[src/rtl/display_scan_ctrl_pkg.sv]
// -----------------------------------------------------------------------------
// display_scan_ctrl_pkg
//   Shared constants and helpers for the multiplexed 7-segment scan logic.
//   DIGIT_W    : bits per BCD digit
//   BCD_MAX    : largest nibble value the external decoder renders correctly
//   MAX_DIGITS : widest digit select any scan controller may drive
//   onehot_sel : index -> one-hot digit enable (MAX_DIGITS wide)
//   nibble_is_bcd : true when a nibble is a legal decimal digit
// -----------------------------------------------------------------------------
package display_scan_ctrl_pkg;

  localparam int         DIGIT_W    = 4;
  localparam logic [3:0] BCD_MAX    = 4'd9;
  localparam int         MAX_DIGITS = 8;
  localparam int         SEL_IDX_W  = 3;

  // One-hot digit enable; callers slice the low NUM_DIGITS bits.
  function automatic logic [MAX_DIGITS-1:0] onehot_sel(input logic [SEL_IDX_W-1:0] idx);
    logic [MAX_DIGITS-1:0] oh;
    oh      = {MAX_DIGITS{1'b0}};
    oh[idx] = 1'b1;
    return oh;
  endfunction

  // The decoder latches its previous pattern for 10..15, so these must be blanked.
  function automatic logic nibble_is_bcd(input logic [DIGIT_W-1:0] nib);
    return (nib <= BCD_MAX);
  endfunction

endpackage

[src/rtl/display_scan_ctrl_scan_prescaler.sv]
// -----------------------------------------------------------------------------
// scan_prescaler
//   Free-running divider producing a single-cycle tick every DIV clocks.
//   The counter runs 0..DIV-1; tick is combinational and high while the count
//   equals DIV-1, so the first tick edge lands DIV cycles after reset releases.
//   Ports:
//     clk   in  system clock, rising edge
//     reset in  synchronous reset, active-high
//     tick  out one-cycle strobe (combinational from the count register)
// -----------------------------------------------------------------------------
module scan_prescaler #(
  parameter int DIV = 50000
) (
  input  logic clk,
  input  logic reset,
  output logic tick
);

  localparam int               CNT_W    = (DIV > 2) ? $clog2(DIV) : 1;
  localparam logic [CNT_W-1:0] CNT_LAST = CNT_W'(DIV - 1);
  localparam logic [CNT_W-1:0] CNT_ZERO = {CNT_W{1'b0}};
  localparam logic [CNT_W-1:0] CNT_ONE  = CNT_W'(1);

  logic [CNT_W-1:0] cnt_q;
  logic [CNT_W-1:0] cnt_d;
  logic             last_s;

  // Next count: wrap at DIV-1, otherwise increment.
  always_comb begin
    last_s = (cnt_q == CNT_LAST);
    if (last_s) begin
      cnt_d = CNT_ZERO;
    end else begin
      cnt_d = cnt_q + CNT_ONE;
    end
  end

  // Count register.
  always_ff @(posedge clk) begin
    if (reset) begin
      cnt_q <= CNT_ZERO;
    end else begin
      cnt_q <= cnt_d;
    end
  end

  assign tick = last_s;

endmodule

[src/rtl/display_scan_ctrl.sv]
// -----------------------------------------------------------------------------
// display_scan_ctrl
//   Time-multiplexes one external BCD-to-7-segment decoder across NUM_DIGITS
//   digit positions. A new value is taken through a valid/ready handshake into
//   a pending register and copied into the displayed (shadow) register only on
//   the tick that closes the last digit slot, so a frame never mixes values.
//   Ports:
//     clk        in   system clock, rising edge
//     reset      in   synchronous reset, active-high
//     value_in   in   packed BCD, nibble 0 = least-significant digit
//     load_valid in   value_in valid, held until accepted
//     load_ready out  high when no load is pending
//     lz_en      in   leading-zero suppression enable
//     blink_en   in   whole-display blink enable
//     dec_n      out  nibble to the decoder
//     dec_off    out  decoder blank (1 = segments off)
//     digit_sel  out  one-hot digit enable, zero in reset
//     frame_done out  one-cycle pulse after the last slot's tick edge
// -----------------------------------------------------------------------------
module display_scan_ctrl
  import display_scan_ctrl_pkg::*;
#(
  parameter int NUM_DIGITS   = 4,
  parameter int SCAN_DIV     = 50000,
  parameter int BLINK_FRAMES = 64
) (
  input  logic                          clk,
  input  logic                          reset,
  input  logic [DIGIT_W*NUM_DIGITS-1:0] value_in,
  input  logic                          load_valid,
  output logic                          load_ready,
  input  logic                          lz_en,
  input  logic                          blink_en,
  output logic [DIGIT_W-1:0]            dec_n,
  output logic                          dec_off,
  output logic [NUM_DIGITS-1:0]         digit_sel,
  output logic                          frame_done
);

  localparam int VAL_W = DIGIT_W * NUM_DIGITS;
  localparam int IDX_W = (NUM_DIGITS > 2) ? $clog2(NUM_DIGITS) : 1;
  localparam int BLK_W = (BLINK_FRAMES > 1) ? $clog2(BLINK_FRAMES) : 1;

  localparam logic [IDX_W-1:0]   IDX_LAST = IDX_W'(NUM_DIGITS - 1);
  localparam logic [IDX_W-1:0]   IDX_ZERO = {IDX_W{1'b0}};
  localparam logic [IDX_W-1:0]   IDX_ONE  = IDX_W'(1);
  localparam logic [BLK_W-1:0]   BLK_LAST = BLK_W'(BLINK_FRAMES - 1);
  localparam logic [BLK_W-1:0]   BLK_ZERO = {BLK_W{1'b0}};
  localparam logic [BLK_W-1:0]   BLK_ONE  = BLK_W'(1);
  localparam logic [VAL_W-1:0]   VAL_ZERO = {VAL_W{1'b0}};
  localparam logic [DIGIT_W-1:0] NIB_ZERO = {DIGIT_W{1'b0}};

  // ---------------------------------------------------------------------------
  // State
  // ---------------------------------------------------------------------------
  logic [IDX_W-1:0]      idx_q,         idx_d;
  logic [VAL_W-1:0]      shadow_q,      shadow_d;
  logic [VAL_W-1:0]      pend_q,        pend_d;
  logic                  pending_q,     pending_d;
  logic [BLK_W-1:0]      blink_cnt_q,   blink_cnt_d;
  logic                  blink_phase_q, blink_phase_d;
  logic [DIGIT_W-1:0]    dec_n_q,       dec_n_d;
  logic                  dec_off_q,     dec_off_d;
  logic [NUM_DIGITS-1:0] digit_sel_q,   digit_sel_d;
  logic                  frame_done_q,  frame_done_d;

  // ---------------------------------------------------------------------------
  // Combinational helpers
  // ---------------------------------------------------------------------------
  logic                  tick_s;
  logic                  frame_end_s;
  logic                  accept_s;
  logic [DIGIT_W-1:0]    cur_nib_s;
  logic                  upper_zero_s;
  logic                  blank_s;
  logic [MAX_DIGITS-1:0] oh_s;

  scan_prescaler #(
    .DIV (SCAN_DIV)
  ) u_prescaler (
    .clk   (clk),
    .reset (reset),
    .tick  (tick_s)
  );

  assign frame_end_s = tick_s && (idx_q == IDX_LAST);
  // ready is ~pending, so an accept can never coincide with a commit.
  assign accept_s    = load_valid && !pending_q;

  // Select the current slot's nibble and test whether it and every more
  // significant nibble are zero (the leading-zero condition).
  always_comb begin
    cur_nib_s    = NIB_ZERO;
    upper_zero_s = 1'b1;
    for (int j = 0; j < NUM_DIGITS; j++) begin
      if (j == int'(idx_q)) begin
        cur_nib_s = shadow_q[j*DIGIT_W +: DIGIT_W];
      end else begin
        cur_nib_s = cur_nib_s;
      end
      if ((j >= int'(idx_q)) && (shadow_q[j*DIGIT_W +: DIGIT_W] != NIB_ZERO)) begin
        upper_zero_s = 1'b0;
      end else begin
        upper_zero_s = upper_zero_s;
      end
    end
  end

  // Blank for illegal nibbles, suppressed leading zeros (digit 0 is always
  // shown so a zero value reads "0"), or the blink off phase.
  always_comb begin
    blank_s = !nibble_is_bcd(cur_nib_s)
            | (lz_en && (idx_q != IDX_ZERO) && upper_zero_s)
            | (blink_en && blink_phase_q);
    oh_s    = onehot_sel(SEL_IDX_W'(idx_q));
  end

  // Next-state logic for scan, handshake, commit and blink.
  always_comb begin
    idx_d         = idx_q;
    shadow_d      = shadow_q;
    pend_d        = pend_q;
    pending_d     = pending_q;
    blink_cnt_d   = blink_cnt_q;
    blink_phase_d = blink_phase_q;
    dec_n_d       = dec_n_q;
    dec_off_d     = dec_off_q;
    digit_sel_d   = digit_sel_q;
    frame_done_d  = 1'b0;

    // Capture a new value into the pending register.
    if (accept_s) begin
      pend_d    = value_in;
      pending_d = 1'b1;
    end else begin
      pend_d    = pend_q;
    end

    // Advance the scan; all visible outputs update together on the tick.
    if (tick_s) begin
      digit_sel_d = oh_s[NUM_DIGITS-1:0];
      dec_n_d     = cur_nib_s;
      dec_off_d   = blank_s;
      if (idx_q == IDX_LAST) begin
        idx_d = IDX_ZERO;
      end else begin
        idx_d = idx_q + IDX_ONE;
      end
    end else begin
      idx_d = idx_q;
    end

    // Frame boundary: pulse frame_done and commit any pending value so the
    // next slot (digit 0) already shows it.
    if (frame_end_s) begin
      frame_done_d = 1'b1;
      if (pending_q) begin
        shadow_d  = pend_q;
        pending_d = 1'b0;
      end else begin
        shadow_d  = shadow_q;
      end
    end else begin
      frame_done_d = 1'b0;
    end

    // Blink half-period counter, held cleared while blinking is disabled.
    if (!blink_en) begin
      blink_cnt_d   = BLK_ZERO;
      blink_phase_d = 1'b0;
    end else if (frame_end_s) begin
      if (blink_cnt_q == BLK_LAST) begin
        blink_cnt_d   = BLK_ZERO;
        blink_phase_d = !blink_phase_q;
      end else begin
        blink_cnt_d   = blink_cnt_q + BLK_ONE;
      end
    end else begin
      blink_cnt_d   = blink_cnt_q;
      blink_phase_d = blink_phase_q;
    end
  end

  // State and output registers; reset discards any pending load.
  always_ff @(posedge clk) begin
    if (reset) begin
      idx_q         <= IDX_ZERO;
      shadow_q      <= VAL_ZERO;
      pend_q        <= VAL_ZERO;
      pending_q     <= 1'b0;
      blink_cnt_q   <= BLK_ZERO;
      blink_phase_q <= 1'b0;
      dec_n_q       <= NIB_ZERO;
      dec_off_q     <= 1'b1;
      digit_sel_q   <= {NUM_DIGITS{1'b0}};
      frame_done_q  <= 1'b0;
    end else begin
      idx_q         <= idx_d;
      shadow_q      <= shadow_d;
      pend_q        <= pend_d;
      pending_q     <= pending_d;
      blink_cnt_q   <= blink_cnt_d;
      blink_phase_q <= blink_phase_d;
      dec_n_q       <= dec_n_d;
      dec_off_q     <= dec_off_d;
      digit_sel_q   <= digit_sel_d;
      frame_done_q  <= frame_done_d;
    end
  end

  assign load_ready = !pending_q;
  assign dec_n      = dec_n_q;
  assign dec_off    = dec_off_q;
  assign digit_sel  = digit_sel_q;
  assign frame_done = frame_done_q;

endmodule

[config.mk]
export PLATFORM = sky130hd
export DESIGN_NAME = display_scan_ctrl
export DESIGN_NICKNAME = d
export VERILOG_FILES = /design/src/rtl/display_scan_ctrl_pkg.sv /design/src/rtl/display_scan_ctrl_scan_prescaler.sv /design/src/rtl/display_scan_ctrl.sv
export SDC_FILE = /design/constraint.sdc
export NUM_CORES = 1
export LEC_CHECK = 0
export BUFFER_PORTS_ARGS = -buffer_cell sky130_fd_sc_hd__buf_2
export CAP_MARGIN = 20
export CORE_ASPECT_RATIO = 0.75
export CORE_MARGIN = 10
export CORE_UTILIZATION = 55
export DETAILED_ROUTE_END_ITERATION = 7
export GPL_ROUTABILITY_DRIVEN = 0
export PLACE_DENSITY = 0.75
export SLEW_MARGIN = 40
export SYNTH_ARGS = -nofsm -noshare
export SYNTH_HDL_FRONTEND = slang
export SYNTH_SLANG_ARGS = --single-unit
[constraint.sdc]
create_clock -name clk -period 2.3 [get_ports clk]
set_input_delay 0.345 -clock clk [delete_from_list [all_inputs] [get_ports clk]]
set_output_delay 0.345 -clock clk [all_outputs]
set_load 0.05 [all_outputs]
==> results of run 1 <==
-- routing by layer --
layer  track usage  vias to the layer above  share of wire
li1              -                     1259              -
met1         0.208                     1173           0.49
met2         0.212                       77           0.41
met3        0.0517                       12          0.075
met4        0.0697                        0          0.020
met5             0                        -              0
-- state kept, by name, indices dropped and copies added, names as in the netlist --
register	count
blink_cnt_q	6
blink_phase_q	1
dec_n	4
dec_off	1
digit_sel	4
frame_done	1
idx_q	2
pend_q	16
pending_q	1
shadow_q	16
u_prescaler.cnt_q	16
-- cells in the mapped netlist, drive strengths merged, types with 5 or more instances --
master and number:
dfxtp 68, nor2 16, nand4 8, buf 8, xor2 7, nor2b 5, and2 7, ha 7
inv 5, a22o 9, o21ai 25, nand2 41, nand3 25, a21oi 45, or3 6, clkbuf 15
-- worst min-delay path by stage --
stage,from,endpoint,slack [ns],cells after the start
4_1_cts,value_in[6],pend_q[6],0.22,3
6_report,value_in[2],pend_q[2],0.23,3
3_3_place_gp,u_prescaler.cnt_q[0],u_prescaler.cnt_q[0],0.42,1
5_1_grt,value_in[8],pend_q[8],0.23,3
2_1_floorplan,u_prescaler.cnt_q[0],u_prescaler.cnt_q[0],0.41,1
3_5_place_dp,u_prescaler.cnt_q[0],u_prescaler.cnt_q[0],0.43,1
-- cells by family after synthesis --
kind of cell / synth area share
AO/OA/AOI/OAI: 0.176
XOR/XNOR: 0.0323
adder cells (fa/ha/maj): 0.0294
buffers and inverters: 0.0504
flip-flops: 0.457
AND/OR/NAND/NOR: 0.255
-- power breakdown --
group          internal (W)  switching (W)  total [W]
clock network      0.000441       0.000418   0.000859
logic             0.0000347      0.0000586  0.0000933
registers           0.00120      0.0000142    0.00121
total               0.00168       0.000490    0.00217
-- worst max-delay path: cells and delay by family, from the launching register on --
kind / cells / cell delay (ns)
compound gates: 1 / 0.19
simple gates: 3 / 0.96
fa+ha+maj: 1 / 0.23
flops: 1 / 0.35
-- through the flow --
| step | instance area, sq um | utilization | setup slack (ns) | total power [W] |
|---|---|---|---|---|
| 2_1_floorplan | 2980 | - | 0.653 | 0.00130 |
| 3_3_place_gp | 3130 | 0.592 | 0.466 | 0.00133 |
| 3_5_place_dp | 3130 | 0.592 | 0.426 | 0.00133 |
| 4_1_cts | 3300 | 0.624 | 0.415 | 0.00219 |
| 5_1_grt | 3300 | 0.624 | 0.171 | 0.00225 |
| 6_report | 3300 | 0.624 | 0.408 | 0.00217 |
-- layout make-up --
cell class / count / area (sq um)
flip-flops and latches: 68 / 1360
inverters: 5 / 18.8
repair buffers: 36 / 193
clock buffers: 13 / 159
multi-input cells: 245 / 1470
fillers: 499 / 1990
clock inverters: 2 / 10.0
well taps: 75 / 93.8
-- cell usage in the layout, fill, tap and decap left out, types with 9 or more instances in the layout --
cell type  synthesis  routed
a22o_1             9       9
a21oi_1           45      45
nor2_1            15      15
o21ai_0           24      24
nand2_1           41      41
dfxtp_1           68      68
nand3_1           25      25
clkbuf_8           1      11
buf_2              1      31
==> flow_summary.json, run 1 <==
{
  "syn2layout_area_growth_pct": 10.9,
  "root_buffer": "clkbuf_8",
  "worstSetupStartpointType": "flop",
  "grt_pass1_wl_um": 11300,
  "final_antenna_net_count": 0,
  "ir_worst_vdd_mv": 0.413,
  "crit_path_end_kind": "flop",
  "dr.first_iter.drc_count": 159,
  "hold_violations": 0,
  "drv_cap": 0,
  "yosys.area.top_type_share": 0.457,
  "max-slew-margin-rel": 0.578,
  "fin_cells": 444,
  "r2r_start": "u_prescaler.cnt_q[0]",
  "synthFlopType": "dfxtp_1",
  "period_minus_slack_ns": 1.89,
  "fp-row-count": 23,
  "initial_core_util": 0.563,
  "cts.sinks": 68,
  "core_sq_mm": 0.00530,
  "grt_max_degree": 25,
  "crit_slowest_cell": "nor2_1",
  "clkTransAtPathRegs_ns": 0.07,
  "worstPathArrival_ns": 2.07,
  "worstPathCellList": "ha_1, and3_1, nand4_1, nor2_1, a41oi_1",
  "post-cts-setup-buffers": 0,
  "holdWs_ns": 0.233,
  "max_freq_mhz": 529,
  "synth_seq_cells": 68,
  "drc": 0,
  "status": "finished clean",
  "maxSlewViolCount": 0,
  "drive_above_1_share": 0.163,
  "synth.area.top_cells": "dfxtp_1 (46%), a21oi_1 (7.6%), nand2_1 (5.2%), nand3_1 (4.2%), o21ai_0 (4.0%)",
  "dp.cells": 429,
  "pin_count": 32,
  "synth_edf_count": 0,
  "antenna_found_initial": 0,
  "drt_pre_antenna_iters": 4,
  "synth_cell_type_count": 47,
  "syn_nets": 369,
  "p_leak_nw": 1.23,
  "setup_violations": 0,
  "n_antenna_cell": 0,
  "reg2reg_slack_ns": 0.41,
  "worstHoldPathType": "in2reg",
  "clk_latency_ns": 0.34,
  "r2r_cells": 5,
  "ys_warn_count": 0,
  "postSynthAreaPerCell_sq_um": 8.74,
  "dieArea_sq_mm": 0.00879,
  "routedWlPerCell_um": 14.5,
  "cp-startpoint": "u_prescaler.cnt_q[0]",
  "totalWireLength_um": 6440,
  "async_flop_share": 0,
  "cts_max_level": 3,
  "rsz0062_at_grt": "no",
  "fin_crit_sh": 0.823,
  "portBuffers": 31,
  "viasPerCell": 5.68,
  "cts_made_buffers": 9,
  "grt-ovfl-total": 0,
  "crit_type": "reg2reg",
  "dieWidth_um": 105,
  "path_max_fanout": 11,
  "ys_seq_area_frac": 0.457,
  "grt_pass1_vias": 2333,
  "cts_tree": "built",
  "synth_area_sq_mm": 0.00298,
  "cts_buffer_depth": 2,
  "vias": 2521,
  "netlist_instances": 341,
  "fin_nets": 393,
  "hpwl_um": 4630,
  "cp_slowest_stage_delay_ns": 0.53,
  "tightestPinTransition_ns": 0.631,
  "r2r-end": "dec_off",
  "synth_top_cell_by_area": "dfxtp_1",
  "worst_ep_required_time_ns": 2.48,
  "finClkSkew_ns": 0.00524,
  "cts.repair.resized": 0,
  "die_h_um": 83.7,
  "finalSetupTns_ns": 0,
  "hold_buffers": 0,
  "crit_end": "dec_off",
  "grt_use_total": 0.153,
  "cellPowerDensity_mw_per_mm2": 656
}
(Power assumes the default switching activity.)
==> run 2, diff against run 1 <==
==> constraint.sdc (replaced) <==
create_clock -name clk -period 1.8 [get_ports clk]
set_input_delay 0.27 -clock clk [delete_from_list [all_inputs] [get_ports clk]]
set_output_delay 0.27 -clock clk [all_outputs]
set_load 0.05 [all_outputs]
==> run 2 against run 1 <==
Via count rose by 3.8%. Sequential cell count did not move. Non-clock buffer count rose by 19. Routed wire length increased by 9.2%. Sequential share of layout area fell by 2.8 points. Critical path type unchanged.
==> flow_summary.json, run 2 (same netlist as run 1, synthesis figures left out) <==
{
  "n_antenna_cell": 0,
  "worstSetupStartpointType": "flop",
  "holdWs_ns": 0.138,
  "worstPathCellList": "buf_4, clkinvlp_4, ha_4, a21oi_1, a221oi_2, or2_2, a22o_1",
  "worstHoldPathType": "in2reg",
  "p_sw_frac": 0.245,
  "drv_cap": 0,
  "status": "finished clean",
  "crit_slowest_cell": "dfxtp_1",
  "crit_cells": 7,
  "clk_latency_ns": 0.36,
  "fin_crit_sh": 0.956,
  "worst_ep_required_time_ns": 2.05,
  "switchingPower_w": 0.000687,
  "dieArea_sq_mm": 0.00879,
  "crit_type": "reg2reg",
  "drt_pre_antenna_iters": 5,
  "r2r_cells": 7,
  "setup_violations": 0,
  "portBuffers": 31,
  "fin_nets": 412,
  "clkTransAtPathRegs_ns": 0.08,
  "cp-startpoint": "idx_q[0]",
  "drc": 0,
  "path_buf_inv": 2,
  "hpwl_um": 4850,
  "drt-met1-wl_um": 3320,
  "power_frac_clock": 0.399,
  "p_int_w": 0.00212,
  "most-common-layout-cells": "dfxtp_1 (67), a21oi_1 (45), nand2_1 (41)",
  "maxSlewViolCount": 0,
  "power_frac_seq": 0.554,
  "grt_max_degree": 35,
  "period_minus_slack_ns": 1.72,
  "root_buffer": "clkbuf_8",
  "max_freq_mhz": 581,
  "crit_path_end_kind": "flop",
  "cts_max_level": 3,
  "max-slew-margin-rel": 0.668,
  "crit_end": "dec_n[3]",
  "final_antenna_net_count": 0,
  "finClkSkew_ns": 0.0127,
  "top_layer_used": "met4",
  "dr.first_iter.drc_count": 174,
  "fp-row-count": 23,
  "top_regs": "pend_q: 16 flops, shadow_q: 16 flops, u_prescaler.cnt_q: 16 flops",
  "combPwrFrac": 0.046,
  "viasPerCell": 5.64,
  "tightestPinTransition_ns": 0.497,
  "grt_pass1_vias": 2456,
  "cp_slowest_stage_delay_ns": 0.34,
  "cts.sinks": 68,
  "antenna_found_initial": 0,
  "cts_tree": "built",
  "final_util": 0.669,
  "pin_count": 32,
  "critPathTopFamily": "compound AO/OA/AOI/OAI gates",
  "r2r_start": "idx_q[0]",
  "cts_buffer_depth": 2,
  "met2WireLength_um": 3140,
  "dieWidth_um": 105,
  "die_h_um": 83.7,
  "routedWlPerCell_um": 15.2,
  "grt-ovfl-total": 0,
  "syn2layout_area_growth_pct": 19.0,
  "core_sq_mm": 0.00530,
  "grt_use_total": 0.161,
  "path_max_fanout": 9,
  "hold_violations": 0,
  "post-cts-setup-buffers": 0,
  "finalSetupTns_ns": 0,
  "worstPathArrival_ns": 1.97,
  "holdPathStages": 3,
  "cellPowerDensity_mw_per_mm2": 791,
  "p_leak_nw": 1.33,
  "rsz0062_at_grt": "no",
  "cts_made_buffers": 9,
  "vias": 2616,
  "drive_above_1_share": 0.239,
  "wl_met3_um": 504,
  "r2r-end": "dec_n[3]",
  "grt_pass1_wl_um": 11800,
  "num-fill-cells": 476,
  "final_common_cell": "dfxtp_1",
  "reg2reg_slack_ns": 0.08,
  "initial_core_util": 0.563,
  "totalWireLength_um": 7030,
  "ir_worst_vdd_mv": 0.641
}
## run 2: cell count changes in the layout (fill, tap and decap cells not counted), sizes merged
cell	delta
buf	+19
inv	-1
clkbuf	-3
clkinvlp	+5
## run 2: worst reg2reg max path, stage by stage, from the launching register on
cell and delay, ns:
dfxtp_1 0.34, buf_4 0.15, clkinvlp_4 0.15, ha_4 0.23, a21oi_1 0.17, a221oi_2 0.09, or2_2 0.31, a22o_1 0.19
## run 2: cell type report
type / count / area, sq um / share of cell area
timing repair buffer: 55 / 352 / 0.0992
clock buffer: 10 / 138 / 0.0388
inverter: 5 / 22.5 / 0.00635
multi-input combinational: 245 / 1540 / 0.433
clock inverter: 6 / 40.0 / 0.0113
tap: 75 / 93.8 / 0.0265
sequential: 68 / 1360 / 0.384
## run 2: worst min-delay path by stage
stage	to	start
2_1_floorplan	pend_q[0]	value_in[0]
3_5_place_dp	u_prescaler.cnt_q[0]	u_prescaler.cnt_q[0]
6_report	pend_q[10]	value_in[10]
4_1_cts	pend_q[6]	value_in[6]
3_3_place_gp	u_prescaler.cnt_q[0]	u_prescaler.cnt_q[0]
5_1_grt	pend_q[6]	value_in[6]
## run 2: power by group through the flow
stage	logic [W]	registers, W	clock network, W
global placement	0.000124	0.00158	0
CTS	0.000127	0.00155	0.00114
detailed placement	0.000127	0.00158	0
global route	0.000146	0.00156	0.00120
floorplan	0.0000810	0.00158	0
finish	0.000130	0.00155	0.00112
## run 2: routing by layer
metal  up-vias  global-route usage
li1       1299                   -
met1      1236               0.211
met2        75               0.239
met3         6              0.0656
met4         0              0.0410
met5         -                   0
## run 2: timing repair
| action | in CTS | in global routing |
|---|---|---|
| cloned | 0 | 0 |
| endpoints found under the setup margin | 1 | 27 |
| hold endpoints to repair | 0 | 0 |
| pin swaps | 0 | 1 |
| gates resized for setup | 3 | 13 |
| hold buffers | 0 | 0 |
## run 2: stage by stage
step                cells  total power [W]  setup WS [ns]  area (sq um)
finish                464          0.00280         0.0788          3540
global route          464          0.00290       0.000488          3540
CTS                   464          0.00281         0.0500          3480
detailed placement    448          0.00171         0.0246          3290
global placement      448          0.00171         0.0289          3290
floorplan             341          0.00166          0.153          2980
